==> src/rtl/lcd_pkg.sv <==
// rtl/lcd_pkg.sv - shared state encoding, LCD word fields and init ROM for lcd_ctrl
package lcd_pkg;

  typedef enum logic [2:0] {
    ST_PWRUP,
    ST_IDLE,
    ST_SETUP,
    ST_PULSE,
    ST_WAIT
  } state_e;

  localparam int TIMER_W      = 20;
  localparam int LCD_ON_BIT   = 31;
  localparam int LCD_REQ_BIT  = 30;
  localparam int LCD_BLON_BIT = 29;
  localparam int LCD_RS_BIT   = 9;

  localparam int INIT_LEN = 6;
  localparam logic [7:0] INIT_ROM [INIT_LEN] = '{8'h38, 8'h38, 8'h38, 8'h0C, 8'h01, 8'h06};

  function automatic logic [7:0] init_byte(input logic [2:0] idx);
    return (idx < 3'(INIT_LEN)) ? INIT_ROM[idx] : 8'h00;
  endfunction

  // Clear display / return home need the long execution wait.
  function automatic logic is_clr_cmd(input logic rs, input logic [7:0] data);
    return !rs && (data != 8'h00) && (data <= 8'h03);
  endfunction

endpackage

==> src/rtl/lcd_ctrl_if.sv <==
// rtl/lcd_ctrl_if.sv - software LCD word plus HD44780 pins and busy/ack status
interface lcd_ctrl_if;
  logic [31:0] lcd_word;
  logic [7:0]  lcd_data;
  logic        lcd_rs;
  logic        lcd_rw;
  logic        lcd_en;
  logic        lcd_on;
  logic        lcd_blon;
  logic        busy;
  logic        ack_tgl;

  modport master (
    input  lcd_word,
    output lcd_data, lcd_rs, lcd_rw, lcd_en, lcd_on, lcd_blon, busy, ack_tgl
  );

  modport slave (
    output lcd_word,
    input  lcd_data, lcd_rs, lcd_rw, lcd_en, lcd_on, lcd_blon, busy, ack_tgl
  );
endinterface

==> src/rtl/lcd_timer.sv <==
// rtl/lcd_timer.sv - loadable down-counter; done while the count sits at 1
module lcd_timer
  import lcd_pkg::*;
(
  input  logic               i_clk,
  input  logic               i_rst,
  input  logic               i_load,
  input  logic [TIMER_W-1:0] i_load_val,
  output logic               o_done,
  output logic [TIMER_W-1:0] o_count
);

  logic [TIMER_W-1:0] cnt_q, cnt_d;

  // A zero load would never reach 1, so it is promoted to the shortest interval.
  always_comb begin
    cnt_d = cnt_q;
    if (i_load) begin
      cnt_d = (i_load_val == '0) ? TIMER_W'(1) : i_load_val;
    end else if (cnt_q != '0) begin
      cnt_d = cnt_q - TIMER_W'(1);
    end
  end

  always_ff @(posedge i_clk) begin
    if (!i_rst) begin
      cnt_q <= '0;
    end else begin
      cnt_q <= cnt_d;
    end
  end

  assign o_done  = (cnt_q == TIMER_W'(1));
  assign o_count = cnt_q;

endmodule

==> src/rtl/lcd_ctrl.sv <==
// rtl/lcd_ctrl.sv - HD44780 bus-cycle sequencer for the LCD word register
// LCD_CTRL_INIT_EN: power-up wait and hardware init ROM before software requests.
module lcd_ctrl
  import lcd_pkg::*;
#(
  parameter int unsigned T_SETUP_CYC = 4,
  parameter int unsigned T_EN_CYC    = 25,
  parameter int unsigned T_CMD_CYC   = 2500,
  parameter int unsigned T_CLR_CYC   = 82000,
  parameter int unsigned T_PWRUP_CYC = 750000
) (
  input  logic         i_clk,
  input  logic         i_rst,
  lcd_ctrl_if.master   bus
);

  localparam logic [TIMER_W-1:0] SETUP_LD = TIMER_W'(T_SETUP_CYC);
  localparam logic [TIMER_W-1:0] EN_LD    = TIMER_W'(T_EN_CYC);
  localparam logic [TIMER_W-1:0] CMD_LD   = TIMER_W'(T_CMD_CYC);
  localparam logic [TIMER_W-1:0] CLR_LD   = TIMER_W'(T_CLR_CYC);
  localparam logic [TIMER_W-1:0] PWRUP_LD = TIMER_W'(T_PWRUP_CYC);

`ifdef LCD_CTRL_INIT_EN
  localparam state_e RESET_STATE = ST_PWRUP;
  logic [2:0] rom_idx_q, rom_idx_d;
  logic       rom_active_q, rom_active_d;
`else
  localparam state_e RESET_STATE = ST_IDLE;
`endif

  state_e       state_q, state_d;
  logic [7:0]   data_q, data_d;
  logic         rs_q, rs_d;
  logic         en_q, en_d;
  logic         on_q, on_d;
  logic         blon_q, blon_d;
  logic         ack_q, ack_d;

  logic               tmr_load;
  logic [TIMER_W-1:0] tmr_val;
  logic [TIMER_W-1:0] tmr_count;
  logic               tmr_done;
  logic               req_pending;

  lcd_timer u_timer (
    .i_clk      (i_clk),
    .i_rst      (i_rst),
    .i_load     (tmr_load),
    .i_load_val (tmr_val),
    .o_done     (tmr_done),
    .o_count    (tmr_count)
  );

  // Level compare: any even number of toggles while busy cancels out.
  assign req_pending = (bus.lcd_word[LCD_REQ_BIT] != ack_q);

  always_comb begin
    state_d  = state_q;
    data_d   = data_q;
    rs_d     = rs_q;
    en_d     = en_q;
    ack_d    = ack_q;
    on_d     = bus.lcd_word[LCD_ON_BIT];
    blon_d   = bus.lcd_word[LCD_BLON_BIT];
    tmr_load = 1'b0;
    tmr_val  = '0;
`ifdef LCD_CTRL_INIT_EN
    rom_idx_d    = rom_idx_q;
    rom_active_d = rom_active_q;
`endif
    case (state_q)
      ST_PWRUP: begin
        // Timer is zero straight out of reset, so the first cycle arms it.
        if (tmr_count == '0) begin
          tmr_load = 1'b1;
          tmr_val  = PWRUP_LD;
        end else if (tmr_done) begin
`ifdef LCD_CTRL_INIT_EN
          rom_idx_d    = 3'd0;
          rom_active_d = 1'b1;
          rs_d         = 1'b0;
          data_d       = init_byte(3'd0);
          tmr_load     = 1'b1;
          tmr_val      = SETUP_LD;
          state_d      = ST_SETUP;
`else
          state_d      = ST_IDLE;
`endif
        end
      end
      ST_IDLE: begin
        if (req_pending) begin
          rs_d     = bus.lcd_word[LCD_RS_BIT];
          data_d   = bus.lcd_word[7:0];
          tmr_load = 1'b1;
          tmr_val  = SETUP_LD;
          state_d  = ST_SETUP;
        end
      end
      ST_SETUP: begin
        en_d = 1'b0;
        if (tmr_done) begin
          en_d     = 1'b1;
          tmr_load = 1'b1;
          tmr_val  = EN_LD;
          state_d  = ST_PULSE;
        end
      end
      ST_PULSE: begin
        if (tmr_done) begin
          en_d     = 1'b0;
          tmr_load = 1'b1;
          tmr_val  = is_clr_cmd(rs_q, data_q) ? CLR_LD : CMD_LD;
          state_d  = ST_WAIT;
        end
      end
      ST_WAIT: begin
        if (tmr_done) begin
`ifdef LCD_CTRL_INIT_EN
          if (rom_active_q && (rom_idx_q != 3'(INIT_LEN - 1))) begin
            rom_idx_d = rom_idx_q + 3'd1;
            rs_d      = 1'b0;
            data_d    = init_byte(rom_idx_q + 3'd1);
            tmr_load  = 1'b1;
            tmr_val   = SETUP_LD;
            state_d   = ST_SETUP;
          end else if (rom_active_q) begin
            rom_active_d = 1'b0;
            state_d      = ST_IDLE;
          end else begin
            ack_d   = ~ack_q;
            state_d = ST_IDLE;
          end
`else
          ack_d   = ~ack_q;
          state_d = ST_IDLE;
`endif
        end
      end
      default: state_d = ST_IDLE;
    endcase
  end

  always_ff @(posedge i_clk) begin
    if (!i_rst) begin
      state_q <= RESET_STATE;
      data_q  <= '0;
      rs_q    <= 1'b0;
      en_q    <= 1'b0;
      on_q    <= 1'b0;
      blon_q  <= 1'b0;
      ack_q   <= 1'b0;
`ifdef LCD_CTRL_INIT_EN
      rom_idx_q    <= '0;
      rom_active_q <= 1'b0;
`endif
    end else begin
      state_q <= state_d;
      data_q  <= data_d;
      rs_q    <= rs_d;
      en_q    <= en_d;
      on_q    <= on_d;
      blon_q  <= blon_d;
      ack_q   <= ack_d;
`ifdef LCD_CTRL_INIT_EN
      rom_idx_q    <= rom_idx_d;
      rom_active_q <= rom_active_d;
`endif
    end
  end

  assign bus.lcd_data = data_q;
  assign bus.lcd_rs   = rs_q;
  assign bus.lcd_rw   = 1'b0;
  assign bus.lcd_en   = en_q;
  assign bus.lcd_on   = on_q;
  assign bus.lcd_blon = blon_q;
  assign bus.busy     = (state_q != ST_IDLE);
  assign bus.ack_tgl  = ack_q;

endmodule

==> src/flat_wrapper.sv <==
// flat-port wrapper written by rule: the top's interface ports become plain ports
module lcd_ctrl_flat import lcd_pkg::*;
#(
  parameter int unsigned T_SETUP_CYC = 4,
  parameter int unsigned T_EN_CYC    = 25,
  parameter int unsigned T_CMD_CYC   = 2500,
  parameter int unsigned T_CLR_CYC   = 82000,
  parameter int unsigned T_PWRUP_CYC = 750000
)
  (i_clk, i_rst, bus_lcd_word, bus_lcd_data, bus_lcd_rs, bus_lcd_rw, bus_lcd_en, bus_lcd_on, bus_lcd_blon, bus_busy, bus_ack_tgl);
  lcd_ctrl_if bus_i ();
  input  logic i_clk;
  input  logic i_rst;
  input wire logic [$bits(bus_i.lcd_word)-1:0] bus_lcd_word;
  output wire logic [$bits(bus_i.lcd_data)-1:0] bus_lcd_data;
  output wire logic [$bits(bus_i.lcd_rs)-1:0] bus_lcd_rs;
  output wire logic [$bits(bus_i.lcd_rw)-1:0] bus_lcd_rw;
  output wire logic [$bits(bus_i.lcd_en)-1:0] bus_lcd_en;
  output wire logic [$bits(bus_i.lcd_on)-1:0] bus_lcd_on;
  output wire logic [$bits(bus_i.lcd_blon)-1:0] bus_lcd_blon;
  output wire logic [$bits(bus_i.busy)-1:0] bus_busy;
  output wire logic [$bits(bus_i.ack_tgl)-1:0] bus_ack_tgl;
  assign bus_i.lcd_word = bus_lcd_word;
  assign bus_lcd_data = bus_i.lcd_data;
  assign bus_lcd_rs = bus_i.lcd_rs;
  assign bus_lcd_rw = bus_i.lcd_rw;
  assign bus_lcd_en = bus_i.lcd_en;
  assign bus_lcd_on = bus_i.lcd_on;
  assign bus_lcd_blon = bus_i.lcd_blon;
  assign bus_busy = bus_i.busy;
  assign bus_ack_tgl = bus_i.ack_tgl;
  lcd_ctrl #(.T_SETUP_CYC(T_SETUP_CYC), .T_EN_CYC(T_EN_CYC), .T_CMD_CYC(T_CMD_CYC), .T_CLR_CYC(T_CLR_CYC), .T_PWRUP_CYC(T_PWRUP_CYC)) u_core (.i_clk(i_clk), .i_rst(i_rst), .bus(bus_i));
endmodule
==> config.mk <==
export PLATFORM = sky130hd
export DESIGN_NAME = lcd_ctrl_flat
export DESIGN_NICKNAME = d
export VERILOG_FILES = /design/src/rtl/lcd_pkg.sv /design/src/rtl/lcd_ctrl_if.sv /design/src/rtl/lcd_timer.sv /design/src/rtl/lcd_ctrl.sv /design/src/flat_wrapper.sv
export SDC_FILE = /design/constraint.sdc
export NUM_CORES = 1
export LEC_CHECK = 0
export ABC_AREA = 1
export BUFFER_PORTS_ARGS = -buffer_cell sky130_fd_sc_hd__buf_4
export CELL_PAD_IN_SITES_DETAIL_PLACEMENT = 0
export CELL_PAD_IN_SITES_GLOBAL_PLACEMENT = 2
export CORE_MARGIN = 1.5
export CORE_UTILIZATION = 26
export CTS_CLUSTER_DIAMETER = 60
export DETAILED_ROUTE_END_ITERATION = 6
export GPL_ROUTABILITY_DRIVEN = 0
export PLACE_DENSITY = 0.87
export SLEW_MARGIN = 25
export SYNTH_ARGS = -nofsm -noshare
export SYNTH_HDL_FRONTEND = slang
export SYNTH_HIERARCHICAL = 1
export SYNTH_SLANG_ARGS = --single-unit
==> constraint.sdc <==
create_clock -name i_clk -period 2.08 [get_ports i_clk]
set_input_delay 0.416 -clock i_clk [delete_from_list [all_inputs] [get_ports i_clk]]
set_output_delay 0.416 -clock i_clk [all_outputs]
set_load 0.01 [all_outputs]
==> results by group <==
Global routing
  • Pin count of the biggest net entering global routing: 17
  • Number of global-route vias before repair: 2750
  • Antenna violations before repair: 0
  • Overflow after GRT: 0
  • GRT Util Overall: 0.160
  • First-pass GRT wire length: 12700 µm

Detailed routing
  • Antenna-violating nets left: 0
  • Total number of vias: 2782
  • Pre-antenna DRT Iters: 4
  • Post-DR wirelength/cell: 12.3 µm
  • Drt first-iter violations: 123
  • Vias per inst: 4.50
  • Post-Route WL: 7610 µm
  • DRC violations left: 0

STA
  • Final worst slack: 71.9 ps
  • RSZ-0062 raised after global routing: yes
  • Layout Skew: 3.13 ps
  • Final Setup Violations: 0
  • Fin crit period: 2010 ps
  • Hold Fails Final Rpt: 0
  • FMAX: 0.498 GHz
  • Fin crit share: 0.965
  • Final Max Tran Viols: 0

Floorplanning
  • Std-Cell Rows: 35
  • CORE AREA: 9150 µm²
  • Chip width: 99.7 µm
  • # IOs: 49
  • Die Ht: 99.7 µm
  • Die area: 9940 µm²
  • Starting Density: 0.266

Clock tree
  • Clock-pin slew on the worst setup and hold paths: 80 ps
  • H-tree depth: 2
  • Number of buffers created by CTS: 5
  • Root buffer cell: clkbuf_8
  • Clock tree buffer depth: 2
  • TritonCTS clock tree: yes
  • Clock Latency Late Sink: 280 ps
  • Clk sink count: 36

Logic synthesis
  • Seq/Total Area, Yosys: 0.296
  • Post-synthesis compound-gate area fraction: 0.0901
  • Synth Area in Simple Gates: 0.485
  • Post-synthesis adder-cell area fraction: 0.0154
  • XOR/XNOR Fraction of Synth Area: 0.0144
  • Synth cell types: 37
  • Yosys top cell by area: dfxtp_1
  • Synth top area cells: dfxtp_1, nand2_1, nor2_1, nand3_1, inv_1
  • Top cell type's share of synthesized area: 0.296
  • Seq cells post-synth: 36
  • Main combinational cell family by area after synthesis: simple AND/OR/NAND/NOR gates
  • Post-Synthesis Cells: 395
  • Main synth FF type: dfxtp_1
  • Async SR Flop Fraction: 0
  • Warnings, synthesis: 6
  • Synthesized cell area: 2430 µm²
  • Number of enable flip-flop cells after synthesis: 0
  • Fraction of synthesized area in multiplexers: 0
  • Syn avg cell area: 6.15 µm²

Layout
  • Net count, final: 544
  • Share of cells above drive strength 1: 0.359
  • Commonest cells after routing, fill and taps aside: buf_4, nand2_1, nor2_1
  • Core Util, Final: 0.388
  • Multi-input gate area: 1630 µm²
  • Ant. Diodes: 0
  • Area growth syn-to-layout: 46.2%
  • FF/Latch Area: 736 µm²
  • Filler instances: 985
  • Commonest non-fill, non-tap cell in the layout: buf_4

Worst setup path
  • CP startpoint kind: flop
  • Kind of end point of the critical path: flop
  • CP max-delay cell: dfxtp_2
  • Critical path required time: 2260 ps
  • Crit-path cells: nor2_4, nand2_2, nor2_4, nand3_2, nor3_4, nand3_2, buf_4, nor2_4, nand3b_1, nor2_1, nand3_1, nor2_1, nand2_1, nand2_2, o21ai_2, a21oi_1
  • CP Class: reg -> reg
  • Slowest stage delay, CP: 340 ps
  • Crit Path Max Fanout: 2
  • Most used cell along the critical path: nor2_4
  • WP data arrival: 2190 ps

Place
  • Hpwl dp: 5690 µm
  • Port Buffers: 27
  • Post-Place Worst Slack: -119 ps

Power
  • Peak supply drop: 0.478 mV
  • Pleak: 1.84 nW
  • PD cells: 1410 nW/µm²

Job
  • Number of max-cap violations: 0

Hold path
  • HP Class: in -> reg

Run status
  • Status: completed
==> per-stage QoR <==
step	cells	hold slack, ps	power, mW	TNS, ps	area (µm²)
2_1_floorplan	405	476	2.99	0	2470
3_3_place_gp	596	459	4.04	-514	3220
3_5_place_dp	596	465	4.07	-1010	3220
4_1_cts	614	301	4.85	-23.9	3460
5_1_grt	618	316	5.47	-172	3550
6_report	618	309	5.00	0	3550
==> kinds of logic after synthesis <==
family	after synthesis
buffers and inverters	55
other	1
AO/OA/AOI/OAI	40
AND/OR/NAND/NOR	256
adder cells (fa/ha/maj)	3
flip-flops	36
XOR/XNOR	4
==> report_power, final <==
part           switching [mW]  leakage [nW]  total [mW]  internal [mW]
Clock                   0.261        0.0503       0.556          0.296
Sequential              0.185         0.301        1.10          0.911
Combinational            1.90          1.48        3.34           1.45
Total                    2.34          1.84        5.00           2.65
==> worst paths after layout <==
path / start / to / slack, ps / cells after the start
worst max register to register: u_core/u_timer/o_count[14]$_SDFFE_PN0P_ / u_core/u_timer/o_count[0]$_SDFFE_PN0P_ / 70 / 16
worst min register to register: u_core/bus.lcd_en$_SDFFE_PN0P_ / u_core/bus.lcd_en$_SDFFE_PN0P_ / 480 / 2
worst min-delay path: bus_lcd_word[29] / u_core/bus.lcd_blon$_SDFF_PN0_ / 310 / 3
worst max-delay path: u_core/u_timer/o_count[14]$_SDFFE_PN0P_ / u_core/u_timer/o_count[0]$_SDFFE_PN0P_ / 70 / 16
==> area by class of cell <==
type	count	share of cell area
multi-input combinational	315	0.458
timing repair buffer	104	0.221
sequential	36	0.207
inverter	45	0.0482
tap	111	0.0391
clock buffer	7	0.0271
==> Yosys cell counts, types with 2 or more instances <==
cell type	instances
a21oi_1	7
a31oi_1	2
buf_6	3
clkbuf_1	5
dfxtp_1	36
ha_1	3
inv_1	39
inv_2	4
nand2_1	94
nand2_2	5
nand3_1	34
nand3b_1	4
nand4_1	4
nor2_1	83
nor2_2	10
nor2_4	6
nor3_1	6
nor3_2	2
o21ai_0	23
o21ai_1	3
o21ai_2	2
or2_2	3
xnor2_1	2
xor2_1	2
==> state kept, by name, indices dropped and copies added (netlist names) <==
signal / flops
u_core/bus.ack_tgl: 1
u_core/u_timer/o_count: 20
u_core/bus.lcd_en: 1
u_core/bus.lcd_blon: 1
u_core/bus.lcd_on: 1
u_core/bus.lcd_data: 8
u_core/state_q: 3
u_core/bus.lcd_rs: 1
==> worst max-delay path, delay by kind of cell, from the launching register on <==
kind	cells	cell delay [ps]
AND/OR/NAND/NOR	13	1270
buffers and inverters	1	160
AO/OA/AOI/OAI	2	120
flip-flops	1	340
==> timing repair <==
action                                  4_1_cts  5_1_grt
gates cloned                                  1        0
buffers inserted                             10        4
pin swaps                                     8       20
endpoints found under the setup margin       17       18
gates resized for setup                      17       26
hold buffers                                  0        0
==> layer usage <==
layer | vias to the layer above | GRT usage | routed length, µm
met1 | 1248 | 0.201 | 3550
li1 | 1460 | - | -
met3 | 12 | 0.0253 | 324
met5 | - | 0 | 0
met4 | 0 | 0.0488 | 157
met2 | 62 | 0.281 | 3580
(Power assumes the default switching activity.)
